==> src/rtl/fifo_param_pkg.sv <==
// Shared op encodings and width helpers for the parametrised FIFO.
package fifo_param_pkg;

  localparam int OP_W = 3;

  typedef enum logic [OP_W-1:0] {
    OP_IDLE  = 3'd0,
    OP_WR    = 3'd1,
    OP_RD    = 3'd2,
    OP_WRRD  = 3'd3,
    OP_FLUSH = 3'd4
  } op_e;

  // Count must hold 0..DEPTH inclusive, so one bit more than the address.
  function automatic int cntWidth(input int depth);
    return $clog2(depth) + 1;
  endfunction

endpackage

==> src/rtl/fifo_param_if.sv <==
// Producer/consumer handshake bundle for fifo_param.
// Optional almost_full/almost_empty signals exist only when FIFO_PROG_FLAG_EN is defined.
interface fifo_param_if #(
  parameter int DATA_W = 32,
  parameter int DEPTH  = 8
);
  import fifo_param_pkg::*;

  localparam int CNT_W = cntWidth(DEPTH);

  logic              wr_en;
  logic              rd_en;
  logic              flush;
  logic [DATA_W-1:0] din;
  logic [DATA_W-1:0] dout;
  logic [CNT_W-1:0]  data_count;
  logic              full;
  logic              empty;
  logic              wr_ack;
  logic              wr_err;
  logic              rd_ack;
  logic              rd_err;
`ifdef FIFO_PROG_FLAG_EN
  logic              almost_full;
  logic              almost_empty;
`endif

  modport master (
    output wr_en, rd_en, flush, din,
    input  dout, data_count, full, empty, wr_ack, wr_err, rd_ack, rd_err
`ifdef FIFO_PROG_FLAG_EN
    , input almost_full, almost_empty
`endif
  );

  modport slave (
    input  wr_en, rd_en, flush, din,
    output dout, data_count, full, empty, wr_ack, wr_err, rd_ack, rd_err
`ifdef FIFO_PROG_FLAG_EN
    , output almost_full, almost_empty
`endif
  );

endinterface

==> src/rtl/fifo_param_ram.sv <==
// DEPTH x DATA_W storage array: one synchronous write port, one asynchronous read port.
module fifo_param_ram #(
  parameter int DATA_W = 32,
  parameter int DEPTH  = 8,
  parameter int ADDR_W = $clog2(DEPTH)
) (
  input  logic              clk,
  input  logic              we,
  input  logic [ADDR_W-1:0] wAddr,
  input  logic [DATA_W-1:0] wData,
  input  logic [ADDR_W-1:0] rAddr,
  output logic [DATA_W-1:0] rData
);

  logic [DATA_W-1:0] mem [DEPTH];

  // No reset: the pointer logic guarantees an entry is written before it is read.
  always_ff @(posedge clk) begin
    if (we) begin
      mem[wAddr] <= wData;
    end
  end

  assign rData = mem[rAddr];

endmodule

==> src/rtl/fifo_param.sv <==
// Parametrised single-clock FIFO with registered dout, per-request ack/err and sync flush.
// Define FIFO_PROG_FLAG_EN to add the almost_full/almost_empty programmable flags.
module fifo_param #(
  parameter int DATA_W   = 32,
  parameter int DEPTH    = 8,
  parameter int AF_LEVEL = 6,
  parameter int AE_LEVEL = 2
) (
  input  logic         clk,
  input  logic         reset_n,
  fifo_param_if.slave  bus
);
  import fifo_param_pkg::*;

  localparam int ADDR_W = $clog2(DEPTH);
  localparam int CNT_W  = cntWidth(DEPTH);
  localparam logic [CNT_W-1:0] FULL_CNT = CNT_W'(DEPTH);

  if (DEPTH < 2 || (DEPTH & (DEPTH - 1)) != 0 || AF_LEVEL > DEPTH || AE_LEVEL > DEPTH)
  begin : g_badParams
    $error("fifo_param: DEPTH must be a power of two >= 2 and flag levels within 0..DEPTH");
  end

  logic [ADDR_W-1:0] head_q, head_d, tail_q, tail_d;
  logic [CNT_W-1:0]  count_q, count_d;
  logic [DATA_W-1:0] dout_q, dout_d, rData;
  op_e               op_q, op_d;
  logic              wrErr_q, wrErr_d, rdErr_q, rdErr_d;
  logic              full, empty, wrAcc, rdAcc;

  assign full  = (count_q == FULL_CNT);
  assign empty = (count_q == '0);

  // A write into a full FIFO still succeeds when a read frees the oldest slot this edge.
  assign rdAcc = !bus.flush && bus.rd_en && !empty;
  assign wrAcc = !bus.flush && bus.wr_en && (!full || bus.rd_en);

  fifo_param_ram #(
    .DATA_W (DATA_W),
    .DEPTH  (DEPTH),
    .ADDR_W (ADDR_W)
  ) u_ram (
    .clk   (clk),
    .we    (wrAcc),
    .wAddr (tail_q),
    .wData (bus.din),
    .rAddr (head_q),
    .rData (rData)
  );

  always_comb begin
    head_d  = head_q;
    tail_d  = tail_q;
    count_d = count_q;
    dout_d  = '0;
    op_d    = OP_IDLE;
    wrErr_d = 1'b0;
    rdErr_d = 1'b0;
    if (bus.flush) begin
      head_d  = '0;
      tail_d  = '0;
      count_d = '0;
      op_d    = OP_FLUSH;
    end else begin
      wrErr_d = bus.wr_en && !wrAcc;
      rdErr_d = bus.rd_en && !rdAcc;
      count_d = count_q + CNT_W'(wrAcc) - CNT_W'(rdAcc);
      if (wrAcc) begin
        tail_d = tail_q + ADDR_W'(1);
      end
      if (rdAcc) begin
        head_d = head_q + ADDR_W'(1);
        dout_d = rData;
      end
      case ({wrAcc, rdAcc})
        2'b10:   op_d = OP_WR;
        2'b01:   op_d = OP_RD;
        2'b11:   op_d = OP_WRRD;
        default: op_d = OP_IDLE;
      endcase
    end
  end

  always_ff @(posedge clk or negedge reset_n) begin
    if (!reset_n) begin
      head_q  <= '0;
      tail_q  <= '0;
      count_q <= '0;
      dout_q  <= '0;
      op_q    <= OP_IDLE;
      wrErr_q <= 1'b0;
      rdErr_q <= 1'b0;
    end else begin
      head_q  <= head_d;
      tail_q  <= tail_d;
      count_q <= count_d;
      dout_q  <= dout_d;
      op_q    <= op_d;
      wrErr_q <= wrErr_d;
      rdErr_q <= rdErr_d;
    end
  end

  assign bus.dout       = dout_q;
  assign bus.data_count = count_q;
  assign bus.full       = full;
  assign bus.empty      = empty;
  assign bus.wr_ack     = (op_q == OP_WR) || (op_q == OP_WRRD);
  assign bus.rd_ack     = (op_q == OP_RD) || (op_q == OP_WRRD);
  assign bus.wr_err     = wrErr_q;
  assign bus.rd_err     = rdErr_q;

`ifdef FIFO_PROG_FLAG_EN
  assign bus.almost_full  = (count_q >= CNT_W'(AF_LEVEL));
  assign bus.almost_empty = (count_q <= CNT_W'(AE_LEVEL));
`endif

endmodule

==> src/flat_wrapper.sv <==
// flat-port wrapper written by rule: the top's interface ports become plain ports
module fifo_param_flat import fifo_param_pkg::*;
#(
  parameter int DATA_W   = 32,
  parameter int DEPTH    = 8,
  parameter int AF_LEVEL = 6,
  parameter int AE_LEVEL = 2
)
  (clk, reset_n, bus_wr_en, bus_rd_en, bus_flush, bus_din, bus_dout, bus_data_count, bus_full, bus_empty, bus_wr_ack, bus_wr_err, bus_rd_ack, bus_rd_err);
  fifo_param_if #(.DATA_W(DATA_W), .DEPTH(DEPTH)) bus_i ();
  input  logic clk;
  input  logic reset_n;
  input wire logic [$bits(bus_i.wr_en)-1:0] bus_wr_en;
  input wire logic [$bits(bus_i.rd_en)-1:0] bus_rd_en;
  input wire logic [$bits(bus_i.flush)-1:0] bus_flush;
  input wire logic [$bits(bus_i.din)-1:0] bus_din;
  output wire logic [$bits(bus_i.dout)-1:0] bus_dout;
  output wire logic [$bits(bus_i.data_count)-1:0] bus_data_count;
  output wire logic [$bits(bus_i.full)-1:0] bus_full;
  output wire logic [$bits(bus_i.empty)-1:0] bus_empty;
  output wire logic [$bits(bus_i.wr_ack)-1:0] bus_wr_ack;
  output wire logic [$bits(bus_i.wr_err)-1:0] bus_wr_err;
  output wire logic [$bits(bus_i.rd_ack)-1:0] bus_rd_ack;
  output wire logic [$bits(bus_i.rd_err)-1:0] bus_rd_err;
  assign bus_i.wr_en = bus_wr_en;
  assign bus_i.rd_en = bus_rd_en;
  assign bus_i.flush = bus_flush;
  assign bus_i.din = bus_din;
  assign bus_dout = bus_i.dout;
  assign bus_data_count = bus_i.data_count;
  assign bus_full = bus_i.full;
  assign bus_empty = bus_i.empty;
  assign bus_wr_ack = bus_i.wr_ack;
  assign bus_wr_err = bus_i.wr_err;
  assign bus_rd_ack = bus_i.rd_ack;
  assign bus_rd_err = bus_i.rd_err;
  fifo_param #(.DATA_W(DATA_W), .DEPTH(DEPTH), .AF_LEVEL(AF_LEVEL), .AE_LEVEL(AE_LEVEL)) u_core (.clk(clk), .reset_n(reset_n), .bus(bus_i));
endmodule
==> config.mk <==
export PLATFORM = sky130hd
export DESIGN_NAME = fifo_param_flat
export DESIGN_NICKNAME = d
export VERILOG_FILES = /design/src/rtl/fifo_param_pkg.sv /design/src/rtl/fifo_param_if.sv /design/src/rtl/fifo_param_ram.sv /design/src/rtl/fifo_param.sv /design/src/flat_wrapper.sv
export SDC_FILE = /design/constraint.sdc
export NUM_CORES = 1
export LEC_CHECK = 0
export ABC_AREA = 1
export BUFFER_PORTS_ARGS = -buffer_cell sky130_fd_sc_hd__buf_2
export CORE_MARGIN = 2
export CORE_UTILIZATION = 55
export DETAILED_ROUTE_END_ITERATION = 6
export PLACE_DENSITY_LB_ADDON = 0.25
export SETUP_SLACK_MARGIN = 0.15
export SLEW_MARGIN = 5
export SYNTH_ARGS = -nofsm -noshare
export SYNTH_HDL_FRONTEND = slang
export SYNTH_SLANG_ARGS = --single-unit
==> constraint.sdc <==
create_clock -name clk -period 3.1 [get_ports clk]
set_input_delay 0.31 -clock clk [delete_from_list [all_inputs] [get_ports clk]]
set_output_delay 0.31 -clock clk [all_outputs]
set_load 0.01 [all_outputs]
==> flow_summary.toml <==
[global_routing]
grt_pass1_wl_um = 41100
globalRoute.totalOverflow = 0
antenna_found_initial = 0
track_usage_pct = 21.7
grt_pass1_vias = 7762
grt_max_degree = 131

[final_layout]
nets = 1363
mostFrequentLayoutCells = "336 x nand2_1, 275 x inv_1, 256 x edfxtp_1, 168 x nand3_1, 78 x buf_2"
utilization_pct = 64.4
layout_commonest_cell = "nand2_1"
diodes = 0
drive_gt1_share_pct = 11.3
syn_to_final_growth_pct = 14.4

[routing]
drc = 0
vias = 8083
first_iter_violations = 736
wl_per_cell_um = 15.9
finalWirelength_um = 25900
avgViaCountPerCell = 4.97
ant_nets = 0
dr.pass1.iters = 6

[pwr]
power.total_w = 0.0107
ir_worst_vdd_v = 0.000479
p_leak_nw = 6.72
power-per-cell-area_mw_per_mm2 = 732

[sta]
finalMaxSlewViolations = 0
rsz0062_at_grt = "false"
finalSetupViolations = 0
setup_ws_ns = 0.628
slew_headroom_pct = 42.8
max_slew.worst_pin.slew_ns = 0.858
period_needed_ns = 2.47
hold-worst-slack_ns = 0.0241
fin_skew_ns = 0.0144
final_hold_viol_count = 0
fin_crit_sh_pct = 79.7
fmax_mhz = 405
finalSetupTns_ns = 0

[status]
status = "finished, final reports clean"

[worst_setup_path]
worstSetupPathType = "register to register"
worstPathMaxFanout = 17
end_kind = "register"
crit_arrival_ns = 2.73
cp.required_ns = 3.36
start_kind = "register"

[floorplanning]
die_h_um = 156
chipWidth_um = 156
ioPinCount = 79
row_count = 55
initial_core_util_pct = 56.3
die_area_mm2 = 0.0245
core_region_area_mm2 = 0.0227

[min_path]
hold_path.class = "input pin to register"

[synth]
ys_warn_count = 0
synth_enable_flop_cells = 256
synth_area_mm2 = 0.0128
synthArstFlopShare_pct = 15.5
synth_area_per_cell_um2 = 10.3
synthCells = 1239
synth-main-ff-cell = "edfxtp_1"
ys_ff_latch = 303
syn-num-nets = 1285
ys_types = 21
yosysSeqAreaShare_pct = 69.3

[clock_network]
clk_latency_ns = 0.56
post_cts_buffers = 0
cts-htree-levels = 1
ctsRootBufferMaster = "clkbuf_16"
clk_pin_slew_ns = 0.06
numCtsBuffers = 31
ctsHoldBuffers = 4
cts_tree = "built"
cts_sinks = 303
cts_max_path_buffers = 3
cts_resized = 0

[flow_run]
max_cap_viol_count = 0

[placement]
place_worst_setup_slack_ns = 0.657
place_hpwl_um = 15000
numPortBuffers = 78
place_congestion = 0.786
## worst paths after layout
path / startpoint / end / cells past startpoint / slack [ns]
max reg2reg: u_core.bus.data_count[2] / u_core.u_ram.mem[5][15] / 8 / 0.63
max in group asynchronous: reset_n / u_core.bus.dout[13] / 3 / 1.97
min: bus_din[5] / u_core.u_ram.mem[6][5] / 1 / 0.02
min in group asynchronous: reset_n / u_core.bus.wr_err / 2 / 0.32
min reg2reg: u_core.tail_q[0] / u_core.tail_q[0] / 2 / 0.60
max: u_core.bus.data_count[2] / u_core.u_ram.mem[5][15] / 8 / 0.63
## cells by family (layout without fill, tap and decap cells)
family / after synthesis / in the layout / synth area share [%]
DFF: 303 / 303 / 69.3
xor gates and xnor gates: 3 / 3 / 0.206
AOI/OAI and AO/OA: 4 / 4 / 0.157
and+or+nand+nor: 589 / 589 / 19.1
adders and majority gates: 9 / 9 / 0.940
buffers and inverters: 331 / 434 / 10.3
## area by class of cell
type                    count  area, um2
inverters                 279       1050
clock buffers              38        802
repair buffers             97        643
multi-input cells         605       2670
clock inverters            20        244
flip-flops and latches    303       8870
fillers                  1727       8080
well taps                 285        357
## cell usage after synthesis, types with 3 or more instances
cell / instances / share of area (%)
nand2_1: 336 / 9.9
inv_1: 276 / 8.1
edfxtp_1: 256 / 60
nand3_1: 168 / 6.6
nor2_1: 79 / 2.3
dfrtp_1: 47 / 9.2
buf_2: 39 / 1.5
clkbuf_1: 9 / 0.26
ha_1: 8 / 0.78
buf_6: 3 / 0.26
inv_2: 3 / 0.088
## worst max-delay path: stages, from the launching register on
cell and delay [ns]:
dfrtp_1 0.34, inv_1 0.07, ha_1 0.22, nand4_1 0.15, nand2_1 0.15, inv_1 0.15
nand2_1 0.25, nor2_4 0.56, buf_12 0.24
## per-layer routing
| layer | up-vias | track usage [%] | routed length [um] |
|---|---|---|---|
| met3 | 24 | 3.32 | 1600 |
| met4 | 0 | 4.85 | 321 |
| met1 | 3783 | 31.3 | 11500 |
| li1 | 4035 | - | - |
| met2 | 241 | 35.5 | 12500 |
| met5 | - | 0 | 0 |
## stage by stage
| step | instances | instance area [um2] |
|---|---|---|
| finish | 1627 | 14600 |
| global route | 1627 | 14600 |
| CTS | 1627 | 14600 |
| detailed placement | 1565 | 13500 |
| global placement | 1565 | 13500 |
| floorplan | 1239 | 12800 |
## power breakdown
group	switching (W)	internal (W)	leakage [nW]	total (W)
combinational	0.00151	0.000667	3.26	0.00217
sequential	0.0000994	0.00464	2.94	0.00474
clock	0.00147	0.00233	0.512	0.00380
## sequential cells by signal, indices dropped and copies added (netlist names)
signal and cells:
u_core.head_q 3, u_core.tail_q 3, u_core.bus.rd_err 1, u_core.bus.wr_err 1, u_core.op_q 3, u_core.bus.dout 32, u_core.u_ram.mem 256, u_core.bus.data_count 4
Note: power is estimated with default switching activity, not from simulation.
